===== src/rtl/mac_dot.sv =====
// mac_dot: signed LEN-element dot product (start; a/b in_valid/in_ready in; res/sat out_valid/out_ready out; busy)
module mac_dot #(
  parameter int DW = 8,
  parameter int ACCW = 26,
  parameter int LEN = 8,
  parameter int SHIFT = 0,
  parameter int OW = 8
) (
  input  logic          clk,
  input  logic          rst_n,
  input  logic          start,
  input  logic [DW-1:0] a,
  input  logic [DW-1:0] b,
  input  logic          in_valid,
  output logic          in_ready,
  output logic [OW-1:0] res,
  output logic          sat,
  output logic          out_valid,
  input  logic          out_ready,
  output logic          busy
);
  localparam int CW = LEN > 1 ? $clog2(LEN) : 1;
  localparam logic signed [ACCW-1:0] MAXV = {{(ACCW-OW+1){1'b0}}, {(OW-1){1'b1}}};
  localparam logic signed [ACCW-1:0] MINV = {{(ACCW-OW+1){1'b1}}, {(OW-1){1'b0}}};
  typedef enum logic [1:0] {IDLE, ACCUM, DRAIN, DONE} state_t;
  state_t state, state_nx;
  logic [CW-1:0] cnt;
  logic signed [2*DW-1:0] prod;
  logic prod_v;
  logic signed [ACCW-1:0] acc, t;
  logic accept, last;
  always_comb begin
    in_ready = state == ACCUM;
    out_valid = state == DONE;
    busy = state != IDLE;
    accept = in_valid && in_ready;
    last = accept && cnt == CW'(LEN - 1);
    state_nx = state;
    case (state)
      IDLE:    state_nx = start ? ACCUM : IDLE;
      ACCUM:   state_nx = last ? DRAIN : ACCUM;
      DRAIN:   state_nx = DONE;
      default: state_nx = out_ready ? IDLE : DONE;
    endcase
    t = acc >>> SHIFT;
    sat = t > MAXV || t < MINV;
    res = t > MAXV ? MAXV[OW-1:0] : t < MINV ? MINV[OW-1:0] : t[OW-1:0];
  end
  always_ff @(posedge clk or negedge rst_n)
    if (!rst_n) state <= IDLE;
    else state <= state_nx;
  always_ff @(posedge clk or negedge rst_n)
    if (!rst_n) begin
      cnt <= '0;
      prod <= '0;
      prod_v <= 1'b0;
      acc <= '0;
    end else if (state == IDLE && start) begin
      cnt <= '0;
      prod_v <= 1'b0;
      acc <= '0;
    end else begin
      prod_v <= accept;
      if (accept) begin
        prod <= (2*DW)'($signed(a)) * (2*DW)'($signed(b));
        cnt <= cnt + 1'b1;
      end
      if (prod_v) acc <= acc + ACCW'(prod);
    end
endmodule


===== config.mk =====
export PLATFORM = sky130hd
export DESIGN_NAME = mac_dot
export DESIGN_NICKNAME = d
export VERILOG_FILES = /design/src/rtl/mac_dot.sv
export SDC_FILE = /design/constraint.sdc
export NUM_CORES = 1
export LEC_CHECK = 0
export CAP_MARGIN = 20
export CORE_UTILIZATION = 28
export CTS_CLUSTER_SIZE = 20
export DETAILED_ROUTE_END_ITERATION = 8
export MAX_ROUTING_LAYER = met4
export PLACE_DENSITY = 0.43
export SLEW_MARGIN = 30
export SYNTH_ARGS = -nofsm -noshare
export SYNTH_HDL_FRONTEND = slang
export SYNTH_SLANG_ARGS = --single-unit

===== constraint.sdc =====
create_clock -name clk -period 2.4 [get_ports clk]
set_input_delay 0.48 -clock clk [delete_from_list [all_inputs] [get_ports clk]]
set_output_delay 0.48 -clock clk [all_outputs]
set_load 0.02 [all_outputs]

== Yosys cells after proc, flatten, opt, wreduce, memory -nomap -nowiden ==
Cells that the tools add are included.
Widths: inputs -> output; s select.
Word-level totals
  register bits: 48
  input port bits: 21
  output and inout port bits: 12
  logic and storage cells: 35
Cells by class
  $add $sub $neg: 2
  multiply operators: 1
  $lt $le $gt $ge: 2
  equal/unequal tests: 4
  muxes and demuxes: 11
  bitwise logic cells: 1
  reduce and logical (&&, ||, !) cells: 9
Operators by type and width (count)
  $mux 26: 2
  $add 26x16->26: 1
  $gt 26x8->1 const B: 1
  $lt 26x8->1 const B: 1
  $mul 8x8->16: 1
  $mux 8: 2
  $mux 3: 2
  $pmux 2 s3: 1
  $reduce_bool 2->1: 3
  $eq 2x2->1 const B: 2
  $mux 2: 2
  $add 3x1->3 const B: 1
  $eq 3x3->1 const B: 1
  $logic_and 1x1->1: 3
  $eq 2x1->1 const B: 1
  $logic_not 2->1: 1
  $mux 1: 2
  $reduce_and 2->1: 1
  $logic_or 1x1->1: 1
  $not 1->1: 1

== Longest topological paths before layout ==
Gate-level depths: netlist of the first run.
  depth after elaboration: 5
  depth in mapped cells: 18
  depth with buffers taken out: 18

== Worst setup path after synthesis of the first run ==
OpenSTA, ideal clock, no wires.
  path type: input to register
  from: input port a[3]
  to: register prod[15]
  library setup time: 0.131 ns
  arrival: 4.293 ns
  data required time: 2.269 ns
  path slack: -2.024 ns
  stages on the path: 16
  buffers on the path: 0
  cell sequence: and2_1 > fa_1 > inv_1 > fa_1 > inv_1 > fa_1 > inv_1 > fa_1 > inv_1 > ha_1 > a2111oi_4 > nor3_2 > a2111oi_4 > o2bb2ai_2 > xnor2_1 > o21ai_1
Between the ends
  longest elaborated chain between the ends: 1
Ends and longest elaborated chain
  start, declared: RTL line 12  | input logic [DW-1:0] a,
  $mul 8x8->16: RTL line 65  | prod <= (2*DW)'($signed(a)) * (2*DW)'($signed(b));
  end signal, assigned: RTL line 65
  end, declared: RTL line 28  | logic signed [2*DW-1:0] prod;
No other way between the ends.
A chain may end at the register's enable or synchronous reset.

== Worst setup path after layout of the first run ==
  from: input port b[4]
  to: register prod[13]
Between the ends
  longest elaborated chain between the ends: 1
Ends and longest elaborated chain
  start, declared: RTL line 13  | input logic [DW-1:0] b,
  $mul 8x8->16: RTL line 65
No other way between the ends.

==> key figures, run 1 <==
Clocking
  – CTS Buffer Depth: 2
  – Clock Pin Slew Worst Setup and Hold Paths: 70 ps
  – TritonCTS clock tree: done
  – Sink Count: 48
  – H-tree depth: 2
  – CTS buffer count: 5
  – Root buffer cell: clkbuf_16
  – Worst skew pair latency: 290 ps
  – Hold-fix buffers, CTS: 0

Yosys
  – Most frequent cells after synthesis: inv_1, nand2_1, fa_1, ha_1, dfrtp_1
  – Most frequent cell after synthesis: inv_1
  – Cell taking the most area after synthesis: dfrtp_1
  – Synth top area share: 20.85%
  – Syn Area/Cell: 8.824 um^2
  – Syn Nets: 786
  – Asr flop ratio synth: 100.0%
  – Post-synth EDFFs: 0
  – #FFs+latches synth: 48
  – Ys Warns: 0
  – Synth Cell Area: 0.005762 mm^2
  – Primary FF master, synth: dfrtp_1
  – Cells after Synth: 653
  – Area contributors post-synth: dfrtp_1, fa_1, ha_1
  – Sequential area share after synthesis: 20.85%
  – Synth unique cells: 55

Die
  – Core Region: 0.02023 mm^2
  – Die Y: 145.5 um
  – Num rows: 52
  – Initial Util: 28.48%
  – Die X: 145.5 um
  – Num ports: 33
  – Die area: 0.02116 mm^2

Pwr
  – Peak supply drop: 0.5277 mV
  – P_leak: 3.949 nW
  – PwrDens: 1526 mW/mm^2

GRT
  – Largest net degree at the start of global routing: 27
  – Initial antenna violation count: 0
  – Gr usage total: 15.85%
  – First-pass GRT wire length: 26.14 mm
  – GRT overflow: 0
  – Number of global-route vias before repair: 5364

Routing
  – Initial DRC Count: 161
  – Vias: 5047
  – Post-DRT Antenna Nets: 0
  – Routed WL: 15.52 mm
  – Drt first pass iters: 4
  – Vias per inst: 4.555
  – DRC violations left: 0
  – WL/cell: 14.01 um

Final layout
  – Antenna diodes: 0
  – Fillers: 2012
  – Synth-to-Final Area Change: 45.17%
  – Core Util, Final: 41.34%
  – Fin nets: 971
  – Proportion of layout cells with a drive suffix above 1: 37.23%

Timing
  – Final setup margin: -1822 ps
  – Hold Fails Final Rpt: 0
  – Post-route minimum period: 4222 ps
  – Slew Viols, Final: 0
  – Unrepaired setup endpoints after global routing: yes
  – Final setup fails: 24
  – Max transition margin: 56.85%
  – Maximum clock rate: 0.2369 GHz
  – Period utilisation layout: 175.9%
  – Setup_tns: -16950 ps
  – Tightest Pin Transition: 647.2 ps
  – Worst Skew: 2.947 ps

Critical path
  – CP Max Fanout: 6
  – Type of destination of the critical path: register
  – Critical Path Start Type: input pin
  – Critical path's largest stage delay: 580 ps
  – Setup Crit Path Kind: input pin to register
  – Crit path cell chain: buf_8 > buf_4 > buf_4 > and2_4 > fa_1 > inv_2 > fa_1 > fa_1 > fa_1 > inv_1 > ha_4 > and3_4 > a2111oi_4 > buf_4 > xor2_1 > o21ai_1
  – Slowest cell on the critical path: fa_1
  – WP data arrival: 4400 ps
  – Crit path top cell by count: fa_1
  – CP required: 2580 ps

Run status
  – Status: finished with violations
  – Failing checks: negative setup slack

Placement
  – DP Wirelength: 12.47 mm
  – I/O Buffers: 32
  – Placer Congestion: 0.8353

Flow run
  – Max_cap viols: 0

Hold path
  – HP Class: input pin to async pin
==> final cells by class <==
| cell class | count | area, um^2 | area share [%] |
|---|---|---|---|
| clock buffer | 7 | 152.6 | 1.825 |
| sequential | 48 | 1204 | 14.39 |
| timing repair buffer | 190 | 1598 | 19.10 |
| inverter | 99 | 371.6 | 4.443 |
| multi-input combinational | 494 | 4701 | 56.20 |
| tap | 270 | 337.8 | 4.039 |
==> critical path: cells and delay by family <==
family | cells | cell delay, ps
xor+xnor | 1 | 130
compound gates | 2 | 420
fa+ha+maj | 5 | 2370
buf+inv | 6 | 690
simple gates | 2 | 300
==> sequential cells by signal, summed over array words and instances (netlist names) <==
signal / count
acc: 26
cnt: 3
prod: 16
prod_v: 1
state: 2
==> layout by cell type (no fill, tap or decap), types with 4 or more instances in the layout <==
cell type	n
buf_4	140
inv_1	81
nand2_1	57
fa_1	52
dfrtp_1	46
nor2_1	40
ha_1	35
buf_6	33
and2_1	31
a21oi_1	22
xnor2_1	21
inv_2	18
ha_4	17
o21ai_0	16
o21ai_1	14
mux2i_1	14
and2_4	13
xor2_1	12
nand2_2	10
a21oi_2	10
a21o_1	10
nand4_1	8
nand3_1	7
clkdlybuf4s50_1	7
o21bai_1	6
a31oi_1	5
nor3_1	5
o21a_1	5
xnor2_2	5
clkbuf_16	5
buf_2	5
nand2_4	4
nand3b_1	4
fa_2	4
ha_2	4
buf_8	4
==> where the power goes <==
part | total, W | switching (W) | internal (W) | leakage (nW)
logic | 0.0103 | 0.00491 | 0.00542 | 3.30
registers | 0.00168 | 0.000432 | 0.00125 | 0.576
clock network | 0.000749 | 0.000311 | 0.000438 | 0.0760
==> timing repair <==
| item | 4_1_cts | 5_1_grt |
|---|---|---|
| pin swaps | 52 | 48 |
| gates resized for setup | 179 | 79 |
| setup endpoints to repair | 32 | 35 |
| setup buffers | 22 | 18 |
==> metrics by stage <==
stage | std cells | total power [W] | hold WS [ps] | cell area [um^2] | setup WS (ps)
2_1_floorplan | 653 | 0.007268 | 184.4 | 5896 | -1757
3_3_place_gp | 1061 | 0.01029 | 471.1 | 7402 | -2604
3_5_place_dp | 1061 | 0.01040 | 471.8 | 7402 | -2582
4_1_cts | 1090 | 0.01185 | 216.3 | 7929 | -1951
5_1_grt | 1108 | 0.01405 | 236.8 | 8364 | -1929
6_report | 1108 | 0.01277 | 204.8 | 8364 | -1822
==> logic make-up (layout without fill, tap and decap cells) <==
logic type | after synthesis | after routing | synth area share (%)
compound gates | 117 | 117 | 13.68
xor+xnor | 38 | 38 | 5.776
fa+ha+maj | 112 | 112 | 31.62
buf+inv | 111 | 296 | 7.231
flops | 48 | 48 | 20.85
mux | 15 | 15 | 2.627
simple gates | 212 | 212 | 18.22
==> per-layer routing <==
| metal | track usage [%] | part of all wire, % | vias up |
|---|---|---|---|
| li1 | - | - | 2517 |
| met1 | 20.31 | 47 | 2481 |
| met2 | 27.02 | 51 | 39 |
| met3 | 1.693 | 1.5 | 10 |
| met4 | 3.316 | 1.1 | 0 |
| met5 | - | 0 | - |
==> final timing paths <==
kind                       startpoint        to  slack, ps  cells after the start
max                              b[4]  prod[13]      -1820                     16
min in group clk             prod[10]  prod[10]        510                      2
min reg2reg                  prod[10]  prod[10]        510                      2
max in group asynchronous       rst_n  prod[15]       1620                      2
max reg2reg                   prod[0]   acc[18]        -70                     11
min                             rst_n  state[0]        200                      1
(Power assumes the default switching activity.)
==> run 2: changes to the inputs <==
Settings changed: CORE_MARGIN set to 2.
==> run 2 against run 1 <==
  * The run still ends with negative setup slack left
  * Sequential power is essentially flat
  * Non-clock buffer count grew 1
  * Sequential share of layout area shrank 0.16 points
  * Critical path depth grew 2
  * Clock-buffer cell count shrank 1
  * Clock power grew 7.9%
  * Power shrank 0.31%
  * Largest power group unchanged
  * Critical path type unchanged
  * Wire length shrank 0.97%
  * Utilization grew 0.41 points
  * Cell count grew 0.18%
  * Worst hold slack lost 16 ps
  * Highest routed layer unchanged
==> key figures, run 2 (same netlist as run 1, synthesis figures left out) <==
Die
  – Die Y: 147.5 um
  – Die X: 147.5 um
  – Initial Util: 28.48%
  – Num rows: 52
  – Num ports: 33
  – Core Region: 0.02023 mm^2
  – Die area: 0.02174 mm^2

Critical path
  – R2R Path Start: acc[0]
  – CP required: 2570 ps
  – CP Max Fanout: 5
  – Setup Crit Path Kind: input pin to register
  – Type of destination of the critical path: register
  – WP data arrival: 4360 ps
  – Cells on worst reg2reg path: 12
  – RR Endpoint: acc[18]
  – Critical Path Start Type: input pin
  – Register-to-register setup slack: -90 ps

GRT
  – Number of global-route vias before repair: 5327
  – Gr usage total: 15.05%
  – GRT overflow: 0
  – Largest net degree at the start of global routing: 27
  – First-pass GRT wire length: 25.70 mm
  – Initial antenna violation count: 0

Routing
  – Routed WL: 15.37 mm
  – WL/cell: 13.85 um
  – Post-DRT Antenna Nets: 0
  – Initial DRC Count: 141
  – Drt first pass iters: 4
  – Vias per inst: 4.547
  – Vias: 5047
  – DRC violations left: 0

Final layout
  – Fin nets: 972
  – Sequential cell area: 0.001202 mm^2
  – Biggest regs: acc x26, prod x16, cnt x3
  – Fillers: 1989
  – Synth-to-Final Area Change: 46.62%
  – Commonest non-fill, non-tap cell in the layout: buf_4
  – Max reg flops: 26
  – Commonest non-fill, non-tap cells in the layout: buf_4, inv_1, nand2_1
  – Biggest register: acc
  – Final Instance Count excl. Fillers: 1110
  – Multi-input gate area: 0.004737 mm^2
  – Antenna diodes: 0
  – Proportion of layout cells with a drive suffix above 1: 37.98%

Timing
  – Period utilisation layout: 174.7%
  – Tightest Pin Transition: 609.3 ps
  – Unrepaired setup endpoints after global routing: yes
  – Maximum clock rate: 0.2385 GHz
  – Worst Skew: 9.650 ps
  – Final setup margin: -1793 ps
  – Min Hold Slack: 188.3 ps
  – Hold Fails Final Rpt: 0
  – Slew Viols, Final: 0
  – Final setup fails: 25
  – Post-route minimum period: 4193 ps
  – Max transition margin: 59.38%

Clocking
  – Hold-fix buffers, CTS: 0
  – H-tree depth: 2
  – Worst skew pair latency: 300 ps
  – Clock Pin Slew Worst Setup and Hold Paths: 70 ps
  – TritonCTS clock tree: done
  – Root buffer cell: clkbuf_16
  – Sink Count: 48
  – CTS buffer count: 5
  – CTS Buffer Depth: 2

Pwr
  – PwrDens: 1507 mW/mm^2
  – Total power: 0.01273 W
  – Peak supply drop: 0.5329 mV
  – P_leak: 3.975 nW

Placement
  – Placed cells: 1066
  – DP Wirelength: 12.46 mm
  – I/O Buffers: 32
  – Placer Congestion: 0.8701

Run status
  – Failing checks: negative setup slack
  – Status: finished with violations

Hold path
  – HP Class: input pin to async pin

Flow run
  – Max_cap viols: 0
-- run 2: cell count changes in the layout (fill, tap and decap cells not counted), sizes merged --
cell    change
clkinv      +1
bufinv      +1
buf         +1
clkbuf      -1
-- run 2: per-stage QoR --
stage / setup TNS [ps] / util [%] / setup WS, ps / instance area [um^2]
2_1_floorplan: -14300 / - / -1757 / 5896
3_3_place_gp: -27610 / 36.77 / -2610 / 7440
3_5_place_dp: -27320 / 36.77 / -2609 / 7440
4_1_cts: -17940 / 39.77 / -1970 / 8046
5_1_grt: -20370 / 41.75 / -1947 / 8448
6_report: -17390 / 41.75 / -1793 / 8448
-- run 2: layout make-up --
cell class                      instances  area share [%]
Inverter                               99           4.399
Clock buffer                            6           1.525
Sequential cell                        48           14.23
Clock inverter                          2          0.4147
Tap cell                              270           3.999
Multi-Input combinational cell        494           56.07
Timing Repair Buffer                  191           19.36
-- run 2: repair_timing --
action	CTS	global route
endpoints found under the hold margin	0	0
gates resized for setup	210	66
endpoints found under the setup margin	32	33
pin swaps	54	62
buffers inserted	20	18
-- run 2: layer usage --
layer | track usage, % | vias to the layer above | wire length [um]
met4 | 2.308 | 0 | 90
met1 | 19.17 | 2471 | 7171
met3 | 1.605 | 7 | 276
met5 | - | - | 0
li1 | - | 2526 | -
met2 | 26.50 | 43 | 7833
-- run 2: worst max-delay path, cell delays in order --
cell       delay, ps
buf_8            100
buf_6            120
buf_4            130
and2_1           140
fa_1             560
inv_2             70
fa_1             470
inv_1             50
fa_1             520
inv_1             50
fa_1             490
inv_2             50
ha_4             220
and3_4           180
a2111oi_4        330
buf_4            180
xor2_1           150
o21ai_1           70
-- run 2: worst max-delay path by stage --
| stage | start | to | slack, ps | cells after the start |
|---|---|---|---|---|
| floorplan | b[2] | prod[15] | -1760 | 16 |
| finish | b[4] | prod[13] | -1790 | 18 |
| CTS | a[7] | prod[13] | -1970 | 17 |
| detailed placement | b[7] | prod[15] | -2610 | 16 |
| global route | b[4] | prod[13] | -1950 | 17 |
| global placement | b[7] | prod[15] | -2610 | 16 |
-- run 2: where the power goes --
group          switching [W]  leakage, nW  total [W]  internal (W)
Combinational        0.00487         3.32     0.0102       0.00536
Sequential          0.000432        0.578    0.00168       0.00125
Clock               0.000317       0.0808   0.000808      0.000491
